===== src/rtl/cmd_seq.sv =====
// cmd_seq: three-byte host command sequencer. It collects opcode/byte2/byte3
// from the UART receiver, then either drives an SPI transaction, starts a
// channel dump or updates a local register, and returns a response byte.
// Build option: define CMD_SEQ_TIMEOUT_EN to add a 16-bit watchdog on the
// SPI_WAIT, DUMP_WAIT and RESP_WAIT states.
module cmd_seq (
  input  logic        clk,
  input  logic        rst_n,
  input  logic [7:0]  rx_data,
  input  logic        rdy,
  output logic        clr_rdy,
  output logic [7:0]  tx_data,
  output logic        trmt,
  input  logic        tx_done,
  output logic        spi_wrt,
  output logic [15:0] spi_cmd,
  output logic [2:0]  spi_sel,
  input  logic        spi_done,
  input  logic [15:0] spi_rd_data,
  output logic        dump_req,
  output logic [1:0]  dump_ch,
  input  logic        dump_done,
  output logic [12:0] trig_pos,
  output logic [3:0]  decimator,
  output logic [5:0]  trig_cfg
);

  typedef enum logic [2:0] {
    IDLE, RX2, RX3, DISPATCH, SPI_WAIT, DUMP_WAIT, RESP, RESP_WAIT
  } state_t;

  localparam logic [7:0] ACK = 8'hA5;
  localparam logic [7:0] NAK = 8'hEE;

  state_t      state, state_nxt;
  logic [7:0]  opcode;
  logic [5:0]  byte2;
  logic [7:0]  byte3;

  logic [15:0] spi_cmd_q, dec_cmd;
  logic [2:0]  spi_sel_q, dec_sel;
  logic        dec_is_spi;
  logic [1:0]  dump_ch_q;

  logic [7:0]  resp_nxt;
  logic        resp_ld, spi_ld, dump_ld, pos_ld, dec_ld, cfg_ld;
  logic        wd_hit;

  // Gain pot wiper settings indexed by the 3-bit gain code.
  function automatic logic [7:0] gain_lut(input logic [2:0] idx);
    case (idx)
      3'd0:    gain_lut = 8'h02;
      3'd1:    gain_lut = 8'h05;
      3'd2:    gain_lut = 8'h09;
      3'd3:    gain_lut = 8'h14;
      3'd4:    gain_lut = 8'h28;
      3'd5:    gain_lut = 8'h4B;
      3'd6:    gain_lut = 8'h96;
      default: gain_lut = 8'hE6;
    endcase
  endfunction

  // Decode the captured command into an SPI word/select when it is a valid SPI command.
  always_comb begin
    dec_is_spi = 1'b0;
    dec_cmd    = '0;
    dec_sel    = '0;
    case (opcode)
      8'h02: if (byte2[1:0] != 2'd0) begin
        dec_is_spi = 1'b1;
        dec_sel    = {1'b0, byte2[1:0]};
        dec_cmd    = {8'h13, gain_lut(byte2[4:2])};
      end
      8'h03: if (byte3 >= 8'd46 && byte3 <= 8'd201) begin
        dec_is_spi = 1'b1;
        dec_sel    = 3'd0;
        dec_cmd    = {8'h13, byte3};
      end
      8'h08: begin
        dec_is_spi = 1'b1;
        dec_sel    = 3'd4;
        dec_cmd    = {2'b01, byte2[5:0], byte3};
      end
      8'h09: begin
        dec_is_spi = 1'b1;
        dec_sel    = 3'd4;
        dec_cmd    = {2'b00, byte2[5:0], 8'h00};
      end
      default: ;
    endcase
  end

  // State register.
  always_ff @(posedge clk or negedge rst_n) begin
    if (!rst_n) state <= IDLE;
    else        state <= state_nxt;
  end

  // Next-state logic and single-cycle strobes.
  always_comb begin
    state_nxt = state;
    clr_rdy   = 1'b0;
    trmt      = 1'b0;
    spi_wrt   = 1'b0;
    dump_req  = 1'b0;
    resp_ld   = 1'b0;
    resp_nxt  = NAK;
    spi_ld    = 1'b0;
    dump_ld   = 1'b0;
    pos_ld    = 1'b0;
    dec_ld    = 1'b0;
    cfg_ld    = 1'b0;
    case (state)
      IDLE: if (rdy) begin
        clr_rdy   = rst_n;
        state_nxt = RX2;
      end
      RX2: if (rdy) begin
        clr_rdy   = rst_n;
        state_nxt = RX3;
      end
      RX3: if (rdy) begin
        clr_rdy   = rst_n;
        state_nxt = DISPATCH;
      end
      DISPATCH: begin
        if (dec_is_spi) begin
          spi_wrt   = 1'b1;
          spi_ld    = 1'b1;
          state_nxt = SPI_WAIT;
        end else begin
          resp_ld   = 1'b1;
          resp_nxt  = ACK;
          state_nxt = RESP;
          case (opcode)
            8'h01: begin
              resp_ld   = 1'b0;
              dump_req  = 1'b1;
              dump_ld   = 1'b1;
              state_nxt = DUMP_WAIT;
            end
            8'h04:   pos_ld = 1'b1;
            8'h05:   dec_ld = 1'b1;
            8'h06:   cfg_ld = 1'b1;
            8'h07:   resp_nxt = {2'b00, trig_cfg};
            default: resp_nxt = NAK;
          endcase
        end
      end
      SPI_WAIT: begin
        if (spi_done) begin
          resp_ld   = 1'b1;
          resp_nxt  = (opcode == 8'h09) ? spi_rd_data[7:0] : ACK;
          state_nxt = RESP;
        end else if (wd_hit) begin
          resp_ld   = 1'b1;
          resp_nxt  = NAK;
          state_nxt = RESP;
        end
      end
      DUMP_WAIT: begin
        if (dump_done) begin
          state_nxt = IDLE;
        end else if (wd_hit) begin
          resp_ld   = 1'b1;
          resp_nxt  = NAK;
          state_nxt = RESP;
        end
      end
      RESP: begin
        trmt      = 1'b1;
        state_nxt = RESP_WAIT;
      end
      RESP_WAIT: if (tx_done || wd_hit) state_nxt = IDLE;
      default: state_nxt = IDLE;
    endcase
  end

  // SPI word/select and dump channel are presented combinationally during
  // DISPATCH so they are valid alongside the start pulse, then held in flops.
  assign spi_cmd = spi_ld  ? dec_cmd     : spi_cmd_q;
  assign spi_sel = spi_ld  ? dec_sel     : spi_sel_q;
  assign dump_ch = dump_ld ? byte2[1:0]  : dump_ch_q;

  // Command byte capture, held SPI/dump outputs, response byte and registers.
  always_ff @(posedge clk or negedge rst_n) begin
    if (!rst_n) begin
      opcode    <= '0;
      byte2     <= '0;
      byte3     <= '0;
      spi_cmd_q <= '0;
      spi_sel_q <= '0;
      dump_ch_q <= '0;
      tx_data   <= '0;
      trig_pos  <= 13'd256;
      decimator <= '0;
      trig_cfg  <= '0;
    end else begin
      if (clr_rdy) begin
        case (state)
          IDLE:    opcode <= rx_data;
          RX2:     byte2  <= rx_data[5:0];
          default: byte3  <= rx_data;
        endcase
      end
      if (spi_ld) begin
        spi_cmd_q <= dec_cmd;
        spi_sel_q <= dec_sel;
      end
      if (dump_ld) dump_ch_q <= byte2[1:0];
      if (resp_ld) tx_data   <= resp_nxt;
      if (pos_ld)  trig_pos  <= {byte2[4:0], byte3};
      if (dec_ld)  decimator <= byte3[3:0];
      if (cfg_ld)  trig_cfg  <= byte2[5:0];
    end
  end

`ifdef CMD_SEQ_TIMEOUT_EN
  logic [15:0] wd_cnt;

  // Watchdog: restarts on every state change, counts only while waiting.
  always_ff @(posedge clk or negedge rst_n) begin
    if (!rst_n)
      wd_cnt <= '0;
    else if (state_nxt != state)
      wd_cnt <= '0;
    else if (state == SPI_WAIT || state == DUMP_WAIT || state == RESP_WAIT)
      wd_cnt <= wd_cnt + 16'd1;
  end

  assign wd_hit = (wd_cnt == 16'hFFFF) &&
                  (state == SPI_WAIT || state == DUMP_WAIT || state == RESP_WAIT);
`else
  assign wd_hit = 1'b0;
`endif

endmodule


===== config.mk =====
export PLATFORM = sky130hd
export DESIGN_NAME = cmd_seq
export DESIGN_NICKNAME = d
export VERILOG_FILES = /design/src/rtl/cmd_seq.sv
export SDC_FILE = /design/constraint.sdc
export NUM_CORES = 1
export LEC_CHECK = 0
export CAP_MARGIN = 20
export CORE_UTILIZATION = 35
export CTS_CLUSTER_SIZE = 10
export DETAILED_ROUTE_END_ITERATION = 8
export DONT_BUFFER_PORTS = 1
export PLACE_DENSITY = 0.51
export SYNTH_ARGS = -nofsm -noshare
export SYNTH_HDL_FRONTEND = slang
export SYNTH_SLANG_ARGS = --single-unit

===== constraint.sdc =====
create_clock -name clk -period 3.3 [get_ports clk]
set_clock_uncertainty 0.1 [all_clocks]
set_input_delay 0.495 -clock clk [delete_from_list [all_inputs] [get_ports clk]]
set_output_delay 0.495 -clock clk [all_outputs]
set_load 0.01 [all_outputs]

* Word-level counts from Yosys, hierarchy flattened
Cells that the tools add are included.
Storage, ports and cells: register bits 77, input port bits 30, output and inout port bits 56, word-level logic and storage cells 101
Operators by class: magnitude comparators 2, equality and inequality tests 28, mux-type cells 47, bitwise gates (word level) 1, reduce and logical (&&, ||, !) cells 12
Operators with widths (count):
- $pmux W16 S4 | 1
- $pmux W8 S7 | 1
- $eq A8 B3 Y1 const B | 4
- $pmux W8 S2 | 2
- $mux W13 | 2
- $mux W8 | 3
- $pmux W3 S8 | 1
- $mux W1 | 22
- $eq A3 B3 Y1 const B | 7
- $mux W3 | 7
- $eq A8 B2 Y1 const B | 2
- $eq A8 B4 Y1 const B | 2
- $mux W16 | 1
- $eq A3 B2 Y1 const B | 4
- $ne A2 B2 Y1 const B | 6
- $eq A8 B1 Y1 const B | 1
- $ge A8 B6 Y1 const B | 1
- $le A8 B8 Y1 const B | 1
- $mux W2 | 4
- $eq A3 B1 Y1 const B | 2
- $logic_not A3 Y1 | 2
- $pmux W3 S2 | 1
- $reduce_and A2 Y1 | 3
- $reduce_and A6 Y1 | 1
- 8 further kinds | 9

* Depth between registers and ports, before layout
Gate-level depths: netlist (run 1).
depth in word-level cells 7, depth in mapped cells 7, gate-level depth less buffers 6

* Least setup slack after synthesis (run 1)
Ideal clock, no wire load.
path kind reg-to-output, start point register opcode[5], end point output spi_cmd[12], arrival time 2151 ps, data required time 2705 ps, setup slack 554 ps, stages on the path, launching flop included 7, buffers on the path 0, cell sequence dfrtp_1 nor4_4 nand4_2 a311oi_4 o31ai_2 inv_2 mux2i_1
On the way: longest elaborated chain between the ends 6, elaborated cells on any way between the ends 10, those cells by class eq/ne (4); mux (5); reduce/logical (1)
RTL lines:
- start: declaration | RTL line 36 | logic [7:0] opcode;
- start signal: assignment | RTL line 201 | IDLE: opcode <= rx_data;
- $eq A8 B4 Y1 | RTL line 68 | case (opcode)
- $reduce_or A2 Y1 (no source line)
- $pmux W1 S3 * | RTL line 68
- $mux W1 * (2 in a row)
- via spi_wrt | RTL line 15 | output logic spi_wrt,
- $mux W16 *
- end: declaration | RTL line 16 | output logic [15:0] spi_cmd,
Mark *: on every way through the listed nets, which the timed path passes. The rest lies on a longest branch.

* Worst setup path in the final report (run 1)
start point register opcode[5], end point output spi_cmd[7]
On the way: longest elaborated chain between the ends 6, elaborated cells on any way between the ends 10, those cells by class eq/ne (4); mux (5); reduce/logical (1)
RTL lines:
- $eq A8 B4 Y1 | RTL line 68
- $reduce_or A2 Y1 (no source line)
- $pmux W1 S3 | RTL line 68
- $mux W1 | RTL line 127 | if (dec_is_spi) begin
- $mux W1 | RTL line 113 | case (state)
- $mux W16 *
Mark *: on every way between the ends. The rest lies on a longest branch, timed or not.

==> summary.txt, run 1 <==
Area Overhead vs Synth - 14.1%
Synth Area per Inst - 11.7 um^2
CTS Root Cell - clkbuf_8
Max FO, Critical Path - 16
Tightest Pin Transition - 0.781 ns
MaxCap Viol Count - 0
Multi-input logic area - 1630 um^2
Type of the worst min-delay path - input port to flop
CTS tree - built
Die height - 104 um
FILL cells - 955
Commonest non-fill, non-tap cells in the layout - 76 x dfrtp_1, 45 x mux2_2, 23 x nand2_1, 22 x o21ai_0, 18 x inv_1
Power density cells - 888 nW/um^2
Register area share after synthesis - 0.527
Overall routing resource usage - 0.176
Peak VDD IR - 0.000432 V
Netlist cell types - 48
Pre-antenna DRT Iters - 4
Site Rows - 36
Avg WL per Cell - 19.8 um
Tcrit/Tclk final - 0.952
Cells after Synth - 313
Via total after detailed routing - 2535
First-pass GRT wire length - 14.7 mm
# diodes - 0
Worst Setup End Kind - primary output
Max Slew Vio Count - 0
PortBufs - 0
Htree depth - 3
Worst path arrival time - 2.55 ns
Clock transition at path regs - 0.08 ns
Non-Filler Instances - 467
Layout cells sized above 1 - 0.290
P_leak - 1.89 nW
Final WL - 9.26 mm
Minimum clock period after layout - 3.14 ns
Syn nets - 343
Core box area - 9950 um^2
Critical path startpoint category - flop
DRT antenna net count - 0
RSZ-0062 raised after global routing - no
Width of the die - 104 um
DRT iter0 DRCs - 157
Die area - 10900 um^2
Register area - 1930 um^2
Hold Path Cell Cnt - 2
Leading cell type in the layout, fill and taps excluded - dfrtp_1
Largest net degree at the start of global routing - 78
Routability congestion estimate - 0.822
Final Cell Area - 4180 um^2
Hold Violations, Final - 0
Syn. warnings - 0
Initial antenna violation count - 0
Cell Area, Synth - 3660 um^2
Vias/cell - 5.43
Bufs on Longest Clock Path - 2
Flop2flop setup slack - 0.55 ns
Final nets - 359
Placed cell area - 3870 um^2
Drc violations - 0
Total power - 0.00371 W
Num CTS Buffers - 9
Final setup TNS - 0 ns
Vias in the first global route - 2509
Hold slack - 0.164 ns
Synth Register Bits - 77
Crit Path Class - flop to primary output
Max Fclk - 318 MHz
Cells after DPL - 447
Rel. slew slack - 0.477
Initial core utilization - 0.368
IO Pins - 86
Critical path data required time - 2.70 ns
Grt ovf - 0
Final setup viols - 0
Reg2reg path depth - 7
DP Wirelength - 6.31 mm
Status - complete, no violations
Clock latency on the worst-skew pair - 0.36 ns
Clk sinks - 77
==> where the power goes <==
group | switching [W] | total [W] | internal (W)
combinational | 0.000594 | 0.00116 | 0.000563
sequential | 0.000468 | 0.00173 | 0.00127
clock | 0.000367 | 0.000820 | 0.000452
total | 0.00143 | 0.00371 | 0.00228
==> worst paths after layout <==
| kind | from | end |
|---|---|---|
| max in group asynchronous | rst_n | trig_pos[5] |
| max | opcode[5] | spi_cmd[7] |
| min reg2reg | spi_sel_q[2] | spi_sel_q[2] |
| max reg2reg | byte3[7] | tx_data[0] |
| min in group asynchronous | rst_n | spi_cmd_q[3] |
| min | rx_data[3] | byte2[3] |
==> synthesized netlist by cell type (all sizes together) <==
cell     count  area, um^2
dfrtp       76        1900
mux2        50         582
nand2       23        86.3
o21ai       22         110
inv         19        71.3
nor2        15        58.8
nor3        12        65.1
a21oi       11        55.1
clkbuf       8        30.0
mux2i        8        80.1
a32oi        5        43.8
buf          5        33.8
nand3        5        25.0
nand4        5        37.5
nor2b        5        31.3
a22o         4        35.0
a2bb2oi      4        35.0
nand2b       4        25.0
a21o         3        22.5
a221o        2        20.0
a31oi        2        12.5
and2         2        12.5
nand3b       2        15.0
o311a        2        20.0
or4          2        15.0
xor2         2        17.5
a211o        1        8.76
a221oi       1        8.76
a311oi       1        26.3
a41oi        1        16.3
dfstp        1        26.3
nor4         1        21.3
nor4b        1        23.8
o211ai       1        7.51
o21a         1        7.51
o221ai       1        8.76
o31a         1        8.76
o31ai        1        12.5
o41ai        1        27.5
or3          1        6.26
xnor2        1        8.76
==> flip-flops by register name, indices dropped and copies added (netlist names), 3 cells and up <==
name	flops
byte3	8
byte2	6
decimator	4
tx_data	8
state	3
trig_cfg	6
spi_cmd_q	16
trig_pos	13
opcode	8
spi_sel_q	3
==> critical path, stage by stage (launching register included) <==
cell and delay (ns):
dfrtp_1 0.42, or4_1 0.64, nor4b_4 0.35, buf_4 0.26, nand3_1 0.10, o311a_1 0.17
a2bb2oi_2 0.26
==> kinds of logic (layout without fill, tap and decap cells) <==
group                     count (synthesis)  after routing  synth area share
DFF                                      77             77             0.527
buffers and inverters                    32             52            0.0369
AOI/OAI and AO/OA                        65             66             0.133
muxes                                    58             58             0.181
and+or+nand+nor                          78             78             0.116
xor gates and xnor gates                  3              3           0.00718
==> metal layers <==
layer | GRT usage | up-vias | part of all wire
li1 | - | 1173 | -
met1 | 0.235 | 1263 | 0.44
met2 | 0.272 | 92 | 0.47
met3 | 0.0576 | 7 | 0.078
met4 | 0.0459 | 0 | 0.0082
met5 | 0 | - | 0
==> cell type report <==
cell class | instances | area share
Inverter | 19 | 0.0171
Tap cell | 133 | 0.0398
Clock inverter | 6 | 0.0219
Sequential cell | 77 | 0.462
Clock buffer | 10 | 0.0329
Timing Repair Buffer | 17 | 0.0359
Multi-Input combinational cell | 205 | 0.391
==> repair_timing <==
action | CTS | global route
endpoints found under the hold margin | 77 | 0
cloned | 0 | 1
hold buffers | 2 | 0
buffers inserted | 0 | 1
setup endpoints to repair | 7 | 13
pin swaps | 1 | 1
resized for setup | 0 | 3
==> stage by stage <==
stage	setup slack [ns]	util
final	0.158	0.420
after CTS	0.0188	0.415
after global placement	0.377	0.389
after detailed placement	0.357	0.389
after floorplan	0.554	-
after global routing	0.00594	0.420
Power figures use the tool's default switching activity.
==> inputs of run 2 (changes only) <==
--- a/config.mk
+++ b/config.mk
@@ -6,6 +6,7 @@
 export NUM_CORES = 1
 export LEC_CHECK = 0
 export CAP_MARGIN = 20
+export CORE_MARGIN = 2
 export CORE_UTILIZATION = 35
 export CTS_CLUSTER_SIZE = 10
 export DETAILED_ROUTE_END_ITERATION = 8
==> run 2 against run 1 <==
Maximum frequency fell by 1.9%. Total power fell by 3.8%. Critical path type unchanged. Flip-flop and latch count did not move. Non-clock buffer count fell by 3. Cell count fell by 0.21%. Worst hold slack got worse by 0.0090 ns. Via count fell by 1.5%. Count of clock-buffer cells in the layout fell by 1. Critical endpoint is now spi_cmd[6]. Sequential power barely moved.
==> summary.txt, run 2 (same netlist as run 1, synthesis figures left out) <==
Clock transition at path regs - 0.10 ns (+0.02 ns)
Largest regs - spi_cmd_q x16, trig_pos x13
First-pass GRT wire length - 14.5 mm (-1.5%)
Tcrit/Tclk final - 0.971 (+0.0187)
Max Slew Vio Count - 0 (unchanged)
DRT iter0 DRCs - 111 (-29%)
Drc violations - 0 (unchanged)
Overall routing resource usage - 0.168 (-0.00774)
Die height - 106 um (+1.9%)
Max Fclk - 312 MHz (-1.9%)
Psw - 0.00145 W (+1.8%)
Core box area - 10200 um^2 (+2.8%)
Tightest Pin Transition - 0.797 ns (+0.0158 ns)
CTS tree - built
Htree depth - 3 (unchanged)
# Post-CTS Setup Buffers - 0 (unchanged)
Final Cell Area - 4110 um^2 (-1.6%)
Worst Slack Setup Final - 0.0964 ns (-0.0618 ns)
Crit Path Class - flop to primary output
Critical path startpoint category - flop
Worst Setup End Kind - primary output
Hold Violations, Final - 0 (unchanged)
DRT antenna net count - 0 (unchanged)
Internal - 0.00212 W (-7.2%)
Avg WL per Cell - 19.6 um (-1.2%)
Hold slack - 0.155 ns (-0.00900 ns)
MaxCap Viol Count - 0 (unchanged)
DP Wirelength - 6.33 mm (+0.24%)
Die area - 11300 um^2 (+3.9%)
Vias in the first global route - 2541 (+1.3%)
Type of the worst min-delay path - input port to flop
Clock latency on the worst-skew pair - 0.35 ns (about the same)
Status - complete, no violations
Net Sw Frac - 0.407 (+0.0221)
Leading cell type in the layout, fill and taps excluded - dfrtp_1
Bufs on Longest Clock Path - 2 (unchanged)
Grt ovf - 0 (unchanged)
Width of the die - 106 um (+1.9%)
Placed cell area - 3860 um^2 (-0.29%)
Peak VDD IR - 0.000378 V (-13%)
Commonest non-fill, non-tap cells in the layout - 76 x dfrtp_1, 45 x mux2_2, 23 x nand2_1, 22 x o21ai_0, 18 x inv_1
Clk sinks - 77 (unchanged)
Final nets - 355 (-1.1%)
Power density cells - 868 nW/um^2 (-2.2%)
# diodes - 0 (unchanged)
Area Overhead vs Synth - 12.3%
Final setup viols - 0 (unchanged)
Minimum clock period after layout - 3.20 ns (+0.0618 ns)
Combinational Power Share - 0.318 (+0.006)
Max reg flops - 16 (unchanged)
FILL cells - 1002 (+4.9%)
P_leak - 1.86 nW (-1.6%)
Final Util - 0.402 (-0.0177)
Rel. slew slack - 0.467 (-0.0106)
Via total after detailed routing - 2496 (-1.5%)
Layout cells sized above 1 - 0.282 (-0.00860)
Place WS - 0.438 ns (+0.0809 ns)
Num CTS Buffers - 9 (unchanged)
Worst path arrival time - 2.61 ns (+0.06 ns)
Clk pwr share - 0.199 (-0.022)
Routability congestion estimate - 0.753 (-8.4%)
CTS Root Cell - clkbuf_8
Vias/cell - 5.36 (-1.3%)
RSZ-0062 raised after global routing - yes
Site Rows - 37 (+2.8%)
Flop pwr share - 0.483 (+0.016)
Largest net degree at the start of global routing - 78 (unchanged)
Pre-antenna DRT Iters - 4 (unchanged)
Final setup TNS - 0 ns (unchanged)
Reg2reg path depth - 5 (-2)
Final WL - 9.12 mm (-1.5%)
PortBufs - 0 (unchanged)
Max FO, Critical Path - 16 (unchanged)
Initial core utilization - 0.358 (-0.00994)
Initial antenna violation count - 0 (unchanged)
Critical path data required time - 2.70 ns (about the same)
Largest Register - spi_cmd_q
IO Pins - 86 (unchanged)
Hold Path Cell Cnt - 2 (unchanged)
==> run 2: cell count changes in the layout (fill, tap and decap cells not counted) <==
cell / change
clkinv_2: -1
mux2i_2: +1
mux2i_1: -1
buf_4: -3
inv_8: +3
bufinv_16: -2
a311oi_2: -1
clkbuf_8: -1
clkinv_8: +1
a2bb2oi_2: -1
a2bb2oi_1: +1
==> run 2: worst max-delay path, stage by stage (launching register included) <==
cell and delay, ns:
dfrtp_1 0.42, or4_1 0.63, nor4b_4 0.34, buf_4 0.26
nand3_1 0.09, o311a_1 0.15, a2bb2oi_1 0.35
==> run 2: path summary, 6_finish.rpt <==
| path | slack [ns] | end | start |
|---|---|---|---|
| max | 0.1 | spi_cmd[6] | opcode[5] |
| max reg2reg | 0.80 | decimator[2] | state[1] |
| min | 0.16 | byte2[3] | rx_data[3] |
| min reg2reg | 0.45 | spi_sel_q[2] | spi_sel_q[2] |
| max in group asynchronous | 2.14 | trig_pos[8] | rst_n |
| min in group asynchronous | 0.63 | spi_cmd_q[1] | rst_n |
==> run 2: cell type report <==
type	count	area, um^2	area share
clock buffer	9	124	0.0301
clock inverter	7	76.3	0.0186
inverter	19	71.3	0.0173
multi-input combinational	204	1620	0.393
sequential	77	1930	0.469
tap	136	170	0.0414
timing repair buffer	14	128	0.0310
==> run 2: through the flow <==
step,std cells,power [W]
after floorplan,313,0.00252
after global placement,448,0.00282
after detailed placement,448,0.00285
after CTS,466,0.00361
after global routing,466,0.00381
final,466,0.00357
==> run 2: layer usage <==
metal | track usage | routed length, um
met3 | 0.0619 | 635
met1 | 0.225 | 4110
met4 | 0.0508 | 139
met2 | 0.254 | 4240
met5 | 0 | 0
==> run 2: power groups by stage <==
| stage | Sequential, W | Clock (W) | Combinational [W] |
|---|---|---|---|
| 2_1_floorplan | 0.00152 | 0 | 0.000992 |
| 3_3_place_gp | 0.00174 | 0 | 0.00109 |
| 3_5_place_dp | 0.00175 | 0 | 0.00110 |
| 4_1_cts | 0.00173 | 0.000750 | 0.00113 |
| 5_1_grt | 0.00178 | 0.000782 | 0.00125 |
| 6_report | 0.00172 | 0.000712 | 0.00114 |
==> run 2: repair_timing <==
action                                  CTS  global route
resized for setup                         0             3
hold buffers                              2             0
hold endpoints to repair                 77             0
endpoints found under the setup margin    0             3
==> edit 1 (config.mk and constraints of run 1) <==
Encoding of `state_t`: now Gray code (3 bits for 8 states).
--- a/src/rtl/cmd_seq.sv
+++ b/src/rtl/cmd_seq.sv
@@ -28,3 +28,3 @@
   typedef enum logic [2:0] {
-    IDLE, RX2, RX3, DISPATCH, SPI_WAIT, DUMP_WAIT, RESP, RESP_WAIT
+    IDLE = 3'b000, RX2 = 3'b001, RX3 = 3'b011, DISPATCH = 3'b010, SPI_WAIT = 3'b110, DUMP_WAIT = 3'b111, RESP = 3'b101, RESP_WAIT = 3'b100
   } state_t;
Check against the original RTL: no difference found for any inputs over 4 cycles, from zero or initial values and one cycle with rst_n low; so few cycles prove little.
==> edit 1 against run 1 <==
Wire length shrank 8.1%; register-to-register slack improved by 0.25 ns; combinational power down 28%; fmax down 0.52%; critical path depth unchanged; worst setup slack worse by 0.017 ns; power fell by 15%; cell area shrank 2.9%; synthesized area fell by 2.3%; sequential cell count stayed put; synthesized cell count down 8.6%; via count decreased by 10%; critical endpoint is now spi_cmd[1]; largest cell class unchanged.
==> edit 1: results <==
set metrics [dict create \
    min_from "spi_done" \
    drive_gt1_frac 0.329 \
    place_congestion 0.736 \
    leakage_uw 0.00180 \
    synth_fp_nets 316 \
    die-area_mm2 0.0106 \
    power_clock_uw 734 \
    cpPeakStageDelay_ns 0.60 \
    post-place-ws_ns 0.232 \
    yosys-top-cells-area "dfrtp_1 (53%), mux2_2 (14%), mux2_4 (2.5%)" \
    dp_cells 416 \
    post_synth_num_cell_types 55 \
    synth.top_cells.by_count "dfrtp_1 (76), mux2_2 (44), inv_1 (15)" \
    antenna_found_initial 0 \
    met1_usage 0.219 \
    grt_pass1_vias 2321 \
    place_area_mm2 0.00374 \
    rrSetupSlack_ns 0.80 \
    worst_pin_slew_ns 0.784 \
    holdPathStages 1 \
    synthMuxAreaShare 0.199 \
    min_delay_worst_endpoint "state[1]" \
    dr_wl_met2_mm 3.89 \
    nets 332 \
    endpoint "spi_cmd[1]" \
    largest_registers "spi_cmd_q (16), trig_pos (13)" \
    fin_ws_ns 0.142 \
    r2r-end "trig_cfg[3]" \
    final_cell_count_no_fill 440 \
    routed_wl_mm 8.51 \
    synth-xor-area-share 0.00735 \
    crit_slowest_cell "or4_4" \
    grt_util_met3 0.0569 \
    dp_hpwl_mm 5.86 \
    grt_pass1_wl_mm 13.0 \
    p_int_uw 2010 \
    grt_util_met2 0.264 \
    worstPathArrival_ns 2.56 \
    ys_seq_area_frac 0.539 \
    met1_length_mm 3.89 \
    grt_usage 0.169 \
    grt_max_degree 78 \
    status "completed" \
    irDropWorstVdd_v 0.000324 \
    crit_fanout 8 \
    synthCells 286 \
    p_seq_frac 0.505 \
    whs_ns 0.153 \
    cts_buffers 9 \
    vias_per_cell 5.18 \
    critical_path.startpoint "opcode[4]" \
    drtIter0Drc 80 \
    wl_met3_um 612 \
    synth-compound-area-share 0.111 \
]
[edit 1: cell types whose count changed in the layout (fill, tap and decap cells not counted), sizes merged, moves of 4 or more]
cell / delta
a32oi: -5
a32o: +4
nor2b: -4
o2bb2ai: +4
nand4: -4
nand2: -11
mux2: +5
a211oi: +4
nor3: -5
o22ai: +5
o21ai: -16
a2bb2oi: -4
[edit 1: cell type report]
type / count / area [um^2]
timing repair inverter: 1 / 6.26
timing repair buffer: 18 / 158
clock buffer: 11 / 141
multi-input combinational: 179 / 1530
tap: 133 / 166
fill: 975 / 5760
clock inverter: 5 / 58.8
inverter: 16 / 65.1
sequential: 77 / 1930
[edit 1: repair_timing]
item / CTS / global route
pin swaps: 1 / 2
setup endpoints to repair: 15 / 14
hold buffers: 2 / 0
resized for setup: 9 / 2
gates cloned: 1 / 0
hold endpoints to repair: 77 / 0
setup buffers: 2 / 3
==> edit 2 (settings of run 1) <==
Made on the original files. The option `CMD_SEQ_TIMEOUT_EN` is turned on by a define.
--- a/src/rtl/cmd_seq.sv
+++ b/src/rtl/cmd_seq.sv
@@ -5,2 +5,4 @@
 // SPI_WAIT, DUMP_WAIT and RESP_WAIT states.
+`define CMD_SEQ_TIMEOUT_EN
+
 module cmd_seq (
Behaviour: same outputs for any inputs over 4 cycles, from zero or initial values and one cycle with rst_n low; that may be too few to reach the edited logic, so the function may still have changed.
==> edit 2 against run 1 <==
Worst setup slack got worse by 0.039 ns; sequential share of layout area increased by 0.14 points; power increased by 16%; sequential cell count increased by 16; wire length increased by 13%; cell area increased by 20%; sequential power increased by 13%; synthesized area increased by 21%; highest routed layer unchanged.
==> edit 2: results <==
set metrics [dict create \
    status "completed" \
    dp_cells 547 \
    largest_registers "spi_cmd_q (16), wd_cnt (16), trig_pos (13)" \
    r2r-end "trig_pos[9]" \
    cts.clk_slew.worst_paths_ns 0.06 \
    drtIter0Drc 182 \
    avgSynthCellArea_um2 11.5 \
    place_area_mm2 0.00463 \
    endpoint "spi_cmd[5]" \
    synth.top_cells.by_count "dfrtp_1 (92), mux2_2 (49), nor2_1 (30)" \
    rrSetupSlack_ns 0.75 \
    grt_max_degree 94 \
    dp_hpwl_mm 7.36 \
    critical_path.startpoint "opcode[2]" \
    root_buffer "clkbuf_16" \
    vias 2982 \
    post_synth_num_cell_types 56 \
    yosys-top-cells-area "dfrtp_1 (52%), mux2_2 (12%), nor2_1 (2.6%)" \
    fmax_mhz 314 \
    place_congestion 0.791 \
    post-place-ws_ns 0.479 \
    wl_per_cell_um 18.6 \
    leakage_uw 0.00218 \
    ys_seq_area_frac 0.527 \
    clk-insertion-delay-late_ns 0.34 \
    crit_fanout 12 \
    worstPathArrival_ns 2.59 \
    r2r-start "state[1]" \
    grt_pass1_wl_mm 16.6 \
    irDropWorstVdd_v 0.000300 \
    vias_per_cell 5.29 \
    reg2reg_depth 5 \
    synth_fp_nets 415 \
]
-- edit 2: routing by layer --
metal,vias up,routed length [um],global-route usage,part of all wire
met4,0,174,0.0701,0.017
met1,1484,4900,0.228,0.47
met2,94,4660,0.258,0.44
met3,13,746,0.0513,0.071
met5,-,0,0,0
li1,1391,-,-,-
-- edit 2: how the worst min path moves through the flow --
stage	to	slack [ns]	cells after the start
2_1_floorplan	byte2[0]	0.1	0
3_3_place_gp	wd_cnt[9]	0.10	0
3_5_place_dp	wd_cnt[9]	0.10	0
4_1_cts	byte2[3]	0.16	2
5_1_grt	byte2[3]	0.17	2
6_report	byte2[3]	0.17	2
-- edit 2: power groups by stage --
stage	sequential [uW]	combinational, uW	clock [uW]
floorplan	1780	967	0
global placement	1970	1100	0
detailed placement	1980	1120	0
CTS	1960	1160	1240
global route	2020	1280	1270
finish	1960	1150	1210
-- edit 2: logic make-up after synthesis --
group                    share of synthesized area
AO/OA/AOI/OAI                                0.105
flip-flops                                   0.527
AND/OR/NAND/NOR                              0.135
buffers and inverters                       0.0346
XOR/XNOR                                    0.0357
multiplexers                                 0.160
adder cells (fa/ha/maj)                    0.00283
-- edit 2: final cells by class --
class,count,area [um^2]
inverters,21,78.8
fillers,1169,7130
repair buffers,13,120
flip-flops and latches,93,2330
clock buffers,11,253
well taps,168,210
clock inverters,4,95.1
multi-input cells,254,1940
-- edit 2: worst max-delay path, cell delays in order (launching register included) --
cell and delay (ns):
dfrtp_1 0.46, or3_1 0.41, or4b_4 0.58, o31ai_4 0.13
o21ai_2 0.09, buf_4 0.22, mux2_4 0.34
